===== config.mk =====
export PLATFORM = sky130hd
export DESIGN_NAME = data_demod_fsm_flat
export DESIGN_NICKNAME = d
export VERILOG_FILES = /design/src/rtl/data_demod_if.sv /design/src/rtl/data_demod_fsm.sv /design/src/flat_wrapper.sv
export SDC_FILE = /design/constraint.sdc
export NUM_CORES = 1
export LEC_CHECK = 0
export ABC_CLOCK_PERIOD_IN_PS = 4700
export BUFFER_PORTS_ARGS = -buffer_cell sky130_fd_sc_hd__buf_2
export CORE_MARGIN = 1
export CORE_UTILIZATION = 45
export DETAILED_ROUTE_END_ITERATION = 12
export GPL_TIMING_DRIVEN = 0
export HOLD_SLACK_MARGIN = 0.08
export PLACE_DENSITY = 0.69
export SLEW_MARGIN = 10
export SYNTH_ARGS = -nofsm -noshare
export SYNTH_HDL_FRONTEND = slang
export SYNTH_SLANG_ARGS = --single-unit

===== constraint.sdc =====
create_clock -name clk -period 4.7 [get_ports clk]
set_clock_uncertainty 0.05 [all_clocks]
set_input_delay 1.41 -clock clk [delete_from_list [all_inputs] [get_ports clk]]
set_output_delay 1.41 -clock clk [all_outputs]
set_load 0.005 [all_outputs]

===== src/rtl/data_demod_if.sv =====
// Symbol-in / byte-out bus of the nibble-pair demodulator.
// The master side drives symbols and pops; the slave side is the demodulator.
interface data_demod_if;
    logic        mod_en;
    logic [4:0]  dmod;
    logic        rd;
    logic [7:0]  data_out;
    logic        data_valid;
    logic        full;
    logic        err;
    logic [1:0]  err_code;
    logic [15:0] byte_cnt;
    logic [7:0]  err_cnt;

    modport master (
        output mod_en, dmod, rd,
        input  data_out, data_valid, full, err, err_code, byte_cnt, err_cnt
    );

    modport slave (
        input  mod_en, dmod, rd,
        output data_out, data_valid, full, err, err_code, byte_cnt, err_cnt
    );
endinterface


===== src/rtl/data_demod_fsm.sv =====
// Reassembles bytes from high/low nibble symbol pairs into a show-ahead FIFO.
// Framing errors, timeouts and overflows raise a one-cycle err pulse and are counted.
module data_demod_fsm #(
    parameter int unsigned FIFO_DEPTH = 4,
    parameter int unsigned TIMEOUT    = 16
) (
    input logic        clk,
    input logic        reset,
    data_demod_if.slave bus
);
    localparam int unsigned PtrW = (FIFO_DEPTH > 1) ? $clog2(FIFO_DEPTH) : 1;
    localparam int unsigned CntW = $clog2(FIFO_DEPTH + 1);
    localparam int unsigned ToW  = $clog2(TIMEOUT + 1);

    localparam logic [CntW-1:0] FullCnt = CntW'(FIFO_DEPTH);
    localparam logic [ToW-1:0]  ToLimit = ToW'(TIMEOUT);

    localparam logic [1:0] ErrOrphan   = 2'b00;
    localparam logic [1:0] ErrDupHi    = 2'b01;
    localparam logic [1:0] ErrTimeout  = 2'b10;
    localparam logic [1:0] ErrOverflow = 2'b11;

    typedef enum logic [0:0] {StWaitHi, StWaitLo} state_e;

    state_e          state_q, state_d;
    logic [3:0]      hi_q, hi_d;
    logic [ToW-1:0]  to_cnt_q, to_cnt_d;
    logic [ToW-1:0]  to_cnt_inc;

    logic [7:0]      mem_q [FIFO_DEPTH];
    logic [PtrW-1:0] rd_ptr_q, rd_ptr_d;
    logic [PtrW-1:0] wr_ptr_q, wr_ptr_d;
    logic [CntW-1:0] count_q, count_d;
    logic [7:0]      data_out_q, data_out_d;

    logic            err_q, err_d;
    logic [1:0]      err_code_q, err_code_d;
    logic [15:0]     byte_cnt_q, byte_cnt_d;
    logic [7:0]      err_cnt_q, err_cnt_d;

    logic            sym_hi, sym_lo;
    logic [3:0]      nibble;
    logic            push_req, push, pop;
    logic [7:0]      push_byte;
    logic            fsm_err;
    logic [1:0]      fsm_code;

    assign sym_hi     = bus.mod_en & bus.dmod[4];
    assign sym_lo     = bus.mod_en & ~bus.dmod[4];
    assign nibble     = bus.dmod[3:0];
    assign to_cnt_inc = to_cnt_q + 1'b1;

    // Symbol framing FSM.
    always_comb begin
        state_d   = state_q;
        hi_d      = hi_q;
        to_cnt_d  = to_cnt_q;
        push_req  = 1'b0;
        push_byte = '0;
        fsm_err   = 1'b0;
        fsm_code  = ErrOrphan;
        unique case (state_q)
            StWaitHi: begin
                if (sym_hi) begin
                    hi_d     = nibble;
                    to_cnt_d = '0;
                    state_d  = StWaitLo;
                end else if (sym_lo) begin
                    fsm_err  = 1'b1;
                    fsm_code = ErrOrphan;
                end
            end
            StWaitLo: begin
                if (sym_lo) begin
                    push_req  = 1'b1;
                    push_byte = {hi_q, nibble};
                    to_cnt_d  = '0;
                    state_d   = StWaitHi;
                end else if (sym_hi) begin
                    hi_d     = nibble;
                    to_cnt_d = '0;
                    fsm_err  = 1'b1;
                    fsm_code = ErrDupHi;
                end else if (to_cnt_inc == ToLimit) begin
                    to_cnt_d = '0;
                    fsm_err  = 1'b1;
                    fsm_code = ErrTimeout;
                    state_d  = StWaitHi;
                end else begin
                    to_cnt_d = to_cnt_inc;
                end
            end
            default: state_d = StWaitHi;
        endcase
    end

    // A full FIFO still accepts a push when a pop frees the head slot on the same edge.
    assign pop  = bus.rd & (count_q != '0);
    assign push = push_req & ((count_q != FullCnt) | pop);

    always_comb begin
        rd_ptr_d = pop  ? rd_ptr_q + 1'b1 : rd_ptr_q;
        wr_ptr_d = push ? wr_ptr_q + 1'b1 : wr_ptr_q;
        count_d  = count_q;
        if (push && !pop) begin
            count_d = count_q + 1'b1;
        end else if (pop && !push) begin
            count_d = count_q - 1'b1;
        end
        // The new head may be the byte being written this edge, so bypass the array.
        data_out_d = data_out_q;
        if (count_d != '0) begin
            if (push && (rd_ptr_d == wr_ptr_q)) begin
                data_out_d = push_byte;
            end else begin
                data_out_d = mem_q[rd_ptr_d];
            end
        end
    end

    always_comb begin
        err_d      = fsm_err;
        err_code_d = fsm_code;
        if (push_req && !push) begin
            err_d      = 1'b1;
            err_code_d = ErrOverflow;
        end
        byte_cnt_d = push ? byte_cnt_q + 16'd1 : byte_cnt_q;
        err_cnt_d  = (err_d && (err_cnt_q != 8'hFF)) ? err_cnt_q + 8'd1 : err_cnt_q;
    end

    always_ff @(posedge clk) begin
        if (reset) begin
            state_q    <= StWaitHi;
            hi_q       <= '0;
            to_cnt_q   <= '0;
            rd_ptr_q   <= '0;
            wr_ptr_q   <= '0;
            count_q    <= '0;
            data_out_q <= '0;
            err_q      <= 1'b0;
            err_code_q <= '0;
            byte_cnt_q <= '0;
            err_cnt_q  <= '0;
        end else begin
            state_q    <= state_d;
            hi_q       <= hi_d;
            to_cnt_q   <= to_cnt_d;
            rd_ptr_q   <= rd_ptr_d;
            wr_ptr_q   <= wr_ptr_d;
            count_q    <= count_d;
            data_out_q <= data_out_d;
            err_q      <= err_d;
            err_code_q <= err_code_d;
            byte_cnt_q <= byte_cnt_d;
            err_cnt_q  <= err_cnt_d;
        end
    end

    always_ff @(posedge clk) begin
        if (!reset && push) begin
            mem_q[wr_ptr_q] <= push_byte;
        end
    end

    assign bus.data_out   = data_out_q;
    assign bus.data_valid = (count_q != '0);
    assign bus.full       = (count_q == FullCnt);
    assign bus.err        = err_q;
    assign bus.err_code   = err_code_q;
    assign bus.byte_cnt   = byte_cnt_q;
    assign bus.err_cnt    = err_cnt_q;

    occupancy_in_range: assert property (@(posedge clk) disable iff (reset) count_q <= FullCnt);

endmodule


===== src/flat_wrapper.sv =====
// flat-port wrapper written by rule: the top's interface ports become plain ports
module data_demod_fsm_flat 
#(
    parameter int unsigned FIFO_DEPTH = 4,
    parameter int unsigned TIMEOUT    = 16
)
  (clk, reset, bus_mod_en, bus_dmod, bus_rd, bus_data_out, bus_data_valid, bus_full, bus_err, bus_err_code, bus_byte_cnt, bus_err_cnt);
  data_demod_if bus_i ();
  input logic clk;
  input logic reset;
  input wire logic [$bits(bus_i.mod_en)-1:0] bus_mod_en;
  input wire logic [$bits(bus_i.dmod)-1:0] bus_dmod;
  input wire logic [$bits(bus_i.rd)-1:0] bus_rd;
  output wire logic [$bits(bus_i.data_out)-1:0] bus_data_out;
  output wire logic [$bits(bus_i.data_valid)-1:0] bus_data_valid;
  output wire logic [$bits(bus_i.full)-1:0] bus_full;
  output wire logic [$bits(bus_i.err)-1:0] bus_err;
  output wire logic [$bits(bus_i.err_code)-1:0] bus_err_code;
  output wire logic [$bits(bus_i.byte_cnt)-1:0] bus_byte_cnt;
  output wire logic [$bits(bus_i.err_cnt)-1:0] bus_err_cnt;
  assign bus_i.mod_en = bus_mod_en;
  assign bus_i.dmod = bus_dmod;
  assign bus_i.rd = bus_rd;
  assign bus_data_out = bus_i.data_out;
  assign bus_data_valid = bus_i.data_valid;
  assign bus_full = bus_i.full;
  assign bus_err = bus_i.err;
  assign bus_err_code = bus_i.err_code;
  assign bus_byte_cnt = bus_i.byte_cnt;
  assign bus_err_cnt = bus_i.err_cnt;
  data_demod_fsm #(.FIFO_DEPTH(FIFO_DEPTH), .TIMEOUT(TIMEOUT)) u_core (.clk(clk), .reset(reset), .bus(bus_i));
endmodule

After elaboration in Yosys (flattened, before gate mapping)
Memories as Yosys holds them, arrays and structs flattened. A register that Yosys moved wholly into a read port is not among the register bits.
Index checks and enable logic that the tools add are counted.
{"block": "totals", "reg_bits": 44, "ramBits": 32, "input_bits": 9, "memories": 1}
{"memory": "u_core.mem_q", "words": 4, "width": 8, "rd": 1, "rd_clocked_by_memory_dff": 1, "wr": 1, "line_no": "data_demod_fsm.sv:30", "text": "logic [7:0] mem_q [FIFO_DEPTH];"}
{"block": "op_classes", "addsub": 7, "n_eq_ne": 6, "muxes": 33, "bitwise_logic": 7, "n_reduce_logical": 10}
{"op": "two-way mux 5 bit", "count": 4}
{"op": "adder 16 x 1 -> 16 bit (second input constant)", "count": 1}
{"op": "two-way mux 8 bit", "count": 2}
{"op": "two-way mux 1 bit", "count": 13}
{"op": "two-way mux 2 bit", "count": 5}
{"op": "one-hot mux 5 bit (2 select lines)", "count": 1}
{"op": "adder 8 x 1 -> 8 bit (second input constant)", "count": 1}
{"op": "two-way mux 4 bit", "count": 2}
{"op": "!= test 8 bit (second input constant)", "count": 1}
{"op": "one-hot mux 4 bit (2 select lines)", "count": 1}
{"op": "two-way mux 3 bit", "count": 2}
{"op": "nonzero test 3 bit", "count": 2}
{"op": "adder 5 x 1 -> 5 bit (second input constant)", "count": 1}
{"op": "equality test 5 bit (second input constant)", "count": 1}
{"op": "logical AND 1 bit", "count": 5}
{"op": "adder 2 x 1 -> 2 bit (second input constant)", "count": 2}
{"op": "bitwise AND 1 bit", "count": 4}
{"op": "one-hot mux 1 bit (2 select lines)", "count": 2}
{"op": "one-hot mux 2 bit (2 select lines)", "count": 1}
{"op": "adder 3 x 1 -> 3 bit (second input constant)", "count": 1}
{"op": "equality test 3 bit (second input constant)", "count": 1}
{"op": "logical NOT 1 bit", "count": 3}
{"op": "!= test 3 bit (second input constant)", "count": 1}
{"op": "subtractor 3 x 1 -> 3 bit (second input constant)", "count": 1}
{"op": "other kinds (4)", "count": 5}

Logic depth before layout (Yosys ltp)
{"block": "logic_depth", "ltp_word": 10, "depth_mapped": 11, "ltp_nobuf": 9}

Least setup slack after synthesis
OpenSTA, ideal clock, no wires.
{"block": "synth_path", "path_kind": "input to register", "start": "input bus_dmod[4]", "end": "register u_core.err_cnt_q[5] (netlist: u_core.bus.err_cnt[5])", "arrival_ps": 2886, "required_ps": 4580, "setup_slack_ps": 1694, "path_stages": 7, "n_path_buf": 1, "path_cell_list": "and3b_1 nand2_2 o21ai_2 or3_1 buf_6 or4_1 a21oi_1"}
{"block": "synth_via", "elab_chain_cells": 9}
{"element": "start: declaration", "line_no": "flat_wrapper.sv:12", "text": "input wire logic [$bits(bus_i.dmod)-1:0] bus_dmod;"}
{"element": "inverter 1 bit", "line_no": "data_demod_fsm.sv:49", "text": "assign sym_lo = bus.mod_en & ~bus.dmod[4];"}
{"element": "bitwise AND 1 bit", "line_no": "data_demod_fsm.sv:49"}
{"element": "two-way mux 1 bit", "line_no": "data_demod_fsm.sv:68, data_demod_fsm.sv:74"}
{"element": "two-way mux 1 bit", "line_no": "data_demod_fsm.sv:62", "text": "unique case (state_q)"}
{"element": "bitwise AND 1 bit", "line_no": "data_demod_fsm.sv:99", "text": "assign push = push_req & ((count_q != FullCnt) | pop);"}
{"element": "logical NOT 1 bit", "line_no": "data_demod_fsm.sv:124", "text": "if (push_req && !push) begin"}
{"element": "logical AND 1 bit", "line_no": "data_demod_fsm.sv:124"}
{"element": "two-way mux 1 bit *", "line_no": "data_demod_fsm.sv:124"}
{"element": "logical AND 1 bit *", "line_no": "data_demod_fsm.sv:129", "text": "err_cnt_d = (err_d && (err_cnt_q != 8'hFF)) ? err_cnt_q + 8'd1 : err_cnt_q;"}
{"element": "end signal: assignment", "line_no": "data_demod_fsm.sv:156", "text": "err_cnt_q <= err_cnt_d;"}
{"element": "end: declaration", "line_no": "data_demod_fsm.sv:39", "text": "logic [7:0] err_cnt_q, err_cnt_d;"}
Every way passes the cells marked *; elsewhere a longest branch is shown, timed or not.
A chain may end at the register's enable or synchronous reset.

Worst setup path after layout
{"block": "layout_path", "start": "register u_core.count_q[1]", "end": "output bus_data_valid"}
{"block": "layout_via", "elab_chain_cells": 1}
{"element": "start: declaration", "line_no": "data_demod_fsm.sv:33", "text": "logic [CntW-1:0] count_q, count_d;"}
{"element": "start signal: assignment", "line_no": "data_demod_fsm.sv:151", "text": "count_q <= count_d;"}
{"element": "nonzero test 3 bit", "line_no": "data_demod_fsm.sv:167", "text": "assign bus.data_valid = (count_q != '0);"}
{"element": "end: declaration", "line_no": "flat_wrapper.sv:15", "text": "output wire logic [$bits(bus_i.data_valid)-1:0] bus_data_valid;"}
No other way between the ends.

==> flow_summary.ini <==
[outcome]
outcome = finished, violations left
violations = DRC

[setup_path]
crit_type = reg2out
cp.required_ns = 3.24
path_buf_inv = 5
critPathCaptureType = primary output
crit_fanout = 10
path_common_cell = buf_2
cp_top_family = buffers and inverters
cp_slowest_cell = dfxtp_1
startpoint_type = flip-flop
worst_ep_arrival_time_ns = 2.16
crit_chain = inv_1 -> ha_1 -> and2b_1 -> inv_1 -> buf_2 -> buf_2 -> buf_2
cp_slowest_stage_delay_ns = 0.41

[synthesis]
syn-cell-area_um2 = 4140
synth_fp_nets = 442
seq_area_frac_synth_pct = 48.4
yosys-top-cells-count = dfxtp_1, nor2_1, a21oi_1
ys_async_sr_fraction_pct = 0
synth_edf_count = 32
post_synth_num_cell_types = 52
ys_warn_count = 0
synth_seq_cells = 84
synth_top_area_share_pct = 25.2
avgSynthCellArea_um2 = 9.78
syn_inst = 423
ys.flop_type = dfxtp_1
synth_area_leader_cell = dfxtp_1
synth.most_common_cell = dfxtp_1
yosys-top-cells-area = dfxtp_1, edfxtp_1, a21oi_1

[clocking]
insertion_delay_ns = 0.37
clk_pin_slew_ns = 0.08
hold_buffers = 0
cts_resized = 0
htree_levels = 3
cts.sinks = 84
tritoncts = built
clockBufferDepth = 2
cts-root-buf = clkbuf_8
post_cts_buffers = 0
cts-buffers-inserted = 9

[route]
drt_wl_total_um = 9460
first_iter_violations = 293
num_vias = 3388
ant_nets = 0
wl_per_cell_um = 16.0
drcViolationCount = 2
dr.pass1.iters = 9
viasPerCell = 5.72

[place]
gp_congestion = 0.851
dp_cells = 576
placed_area_um2 = 4500
place_hpwl_um = 6630
port_buffers = 45
dp_slack_ns = 1.30

[layout]
utilization_pct = 53.1
layout.nets = 498
n_antenna_cell = 0
design_area_um2 = 4670
fillers = 823
stdcell_count = 592
area_delta_synth_final_pct = 13.0
drive_gt1_share_pct = 16.1

[timing]
rsz0062_at_grt = no
drv_slew = 0
fin_tns_setup_ns = 0
min_period_ns = 3.62
period_share_pct = 77.0
layout_setup_ws_ns = 1.08
fmax_mhz = 276
slew_headroom_pct = 58.7
finalSetupViolCount = 0
hold_viol = 0
worst_slew_pin_slew_ns = 0.620

[grt]
grt_max_degree = 16
gr-total-overflow = 0
antenna_found_initial = 0
grt_pass1_vias = 3184
grt_use_total_pct = 20.5
grt_pass1_wl_um = 15500

[flow_run]
drv_cap = 0

[floorplan]
die_h_um = 97.9
start_util_pct = 47.0
core_um2 = 8810
io_pins = 46
dieArea_um2 = 9580
die_w_um = 97.9
num_rows = 34

[hold_path]
hold_path_class = reg2reg

[power_and_ir_drop]
power.leakage_nw = 1.69
ir_drop_mv = 0.213
p_per_area_nw_per_um2 = 391
[worst paths after layout]
| check | start | end | slack, ns | depth (start not counted) |
|---|---|---|---|---|
| worst max-delay path | u_core.count_q[1] | bus_data_valid | 1.08 | 7 |
| worst min-delay path | u_core.hi_q[0] | u_core.hi_q[0] | 0.41 | 2 |
| worst max register to register | u_core.count_q[1] | u_core.bus.data_out[0] | 2.03 | 9 |
| worst min register to register | u_core.hi_q[0] | u_core.hi_q[0] | 0.41 | 2 |
[sequential cells by signal, summed over array words and instances, names as in the netlist]
register / count
u_core.bus.err_code: 2
u_core.hi_q: 4
u_core.count_q: 3
u_core.bus.byte_cnt: 16
u_core.mem_q: 32
u_core.to_cnt_q: 5
u_core.state_q: 1
u_core.rd_ptr_q: 2
u_core.wr_ptr_q: 2
u_core.bus.err_cnt: 8
u_core.bus.data_out: 8
u_core.bus.err: 1
[cell families after synthesis]
group,share of synthesized area [%]
and+or+nand+nor,21.7
AOI/OAI and AO/OA,14.6
DFF,48.4
buffers and inverters,3.93
xor gates and xnor gates,4.24
muxes,4.11
adders and majority gates,3.03
[layout make-up]
class | count | area, um2 | area share, %
timing repair buffer | 45 | 225 | 4.82
sequential | 84 | 2000 | 42.8
clock buffer | 10 | 128 | 2.73
clock inverter | 6 | 48.8 | 1.04
tap | 108 | 135 | 2.89
buffer | 29 | 129 | 2.76
multi-input combinational | 301 | 1970 | 42.2
inverter | 9 | 33.8 | 0.723
[per-layer routing]
layer	share of wire, %	up-vias	GRT usage (%)
met5	0	-	0
met4	2.0	0	8.04
met3	6.0	18	2.72
met2	45	114	32.0
met1	47	1589	28.8
li1	-	1667	-
[metrics by stage]
| stage | hold WS [ns] | power (mW) |
|---|---|---|
| final | 0.409 | 1.83 |
| after global routing | 0.443 | 1.92 |
| after CTS | 0.412 | 1.83 |
| after detailed placement | 0.397 | 1.36 |
| after global placement | 0.394 | 1.35 |
| after floorplan | 0.382 | 1.19 |
[layout by cell type, fill, tap and decap left out, types with 12 or more instances in the layout]
| master | netlist | routed |
|---|---|---|
| buf_2 | 6 | 51 |
| nor2_1 | 39 | 39 |
| and2_1 | 12 | 12 |
| clkbuf_1 | 18 | 19 |
| xor2_1 | 14 | 14 |
| nand3_1 | 19 | 19 |
| a21oi_1 | 34 | 34 |
| dfxtp_1 | 52 | 52 |
| nand2_1 | 26 | 26 |
| o21ai_0 | 18 | 18 |
| edfxtp_1 | 32 | 32 |
| mux2i_1 | 17 | 17 |
| nand4b_1 | 19 | 19 |
[worst reg2reg max path, cell delays in order (launching register included)]
cell and delay (ns):
dfxtp_1 0.41, inv_1 0.13, ha_1 0.29, and2b_1 0.22, clkbuf_2 0.18, o21ai_0 0.30
nand2_1 0.29, a221oi_1 0.45, mux2i_1 0.13, o2bb2ai_1 0.15
[power by group]
group	switching (mW)	internal, mW	leakage (nW)
Combinational	0.339	0.180	0.914
Clock	0.279	0.197	0.0795
Sequential	0.0312	0.801	0.693
Note: power is estimated with default switching activity, not from simulation.
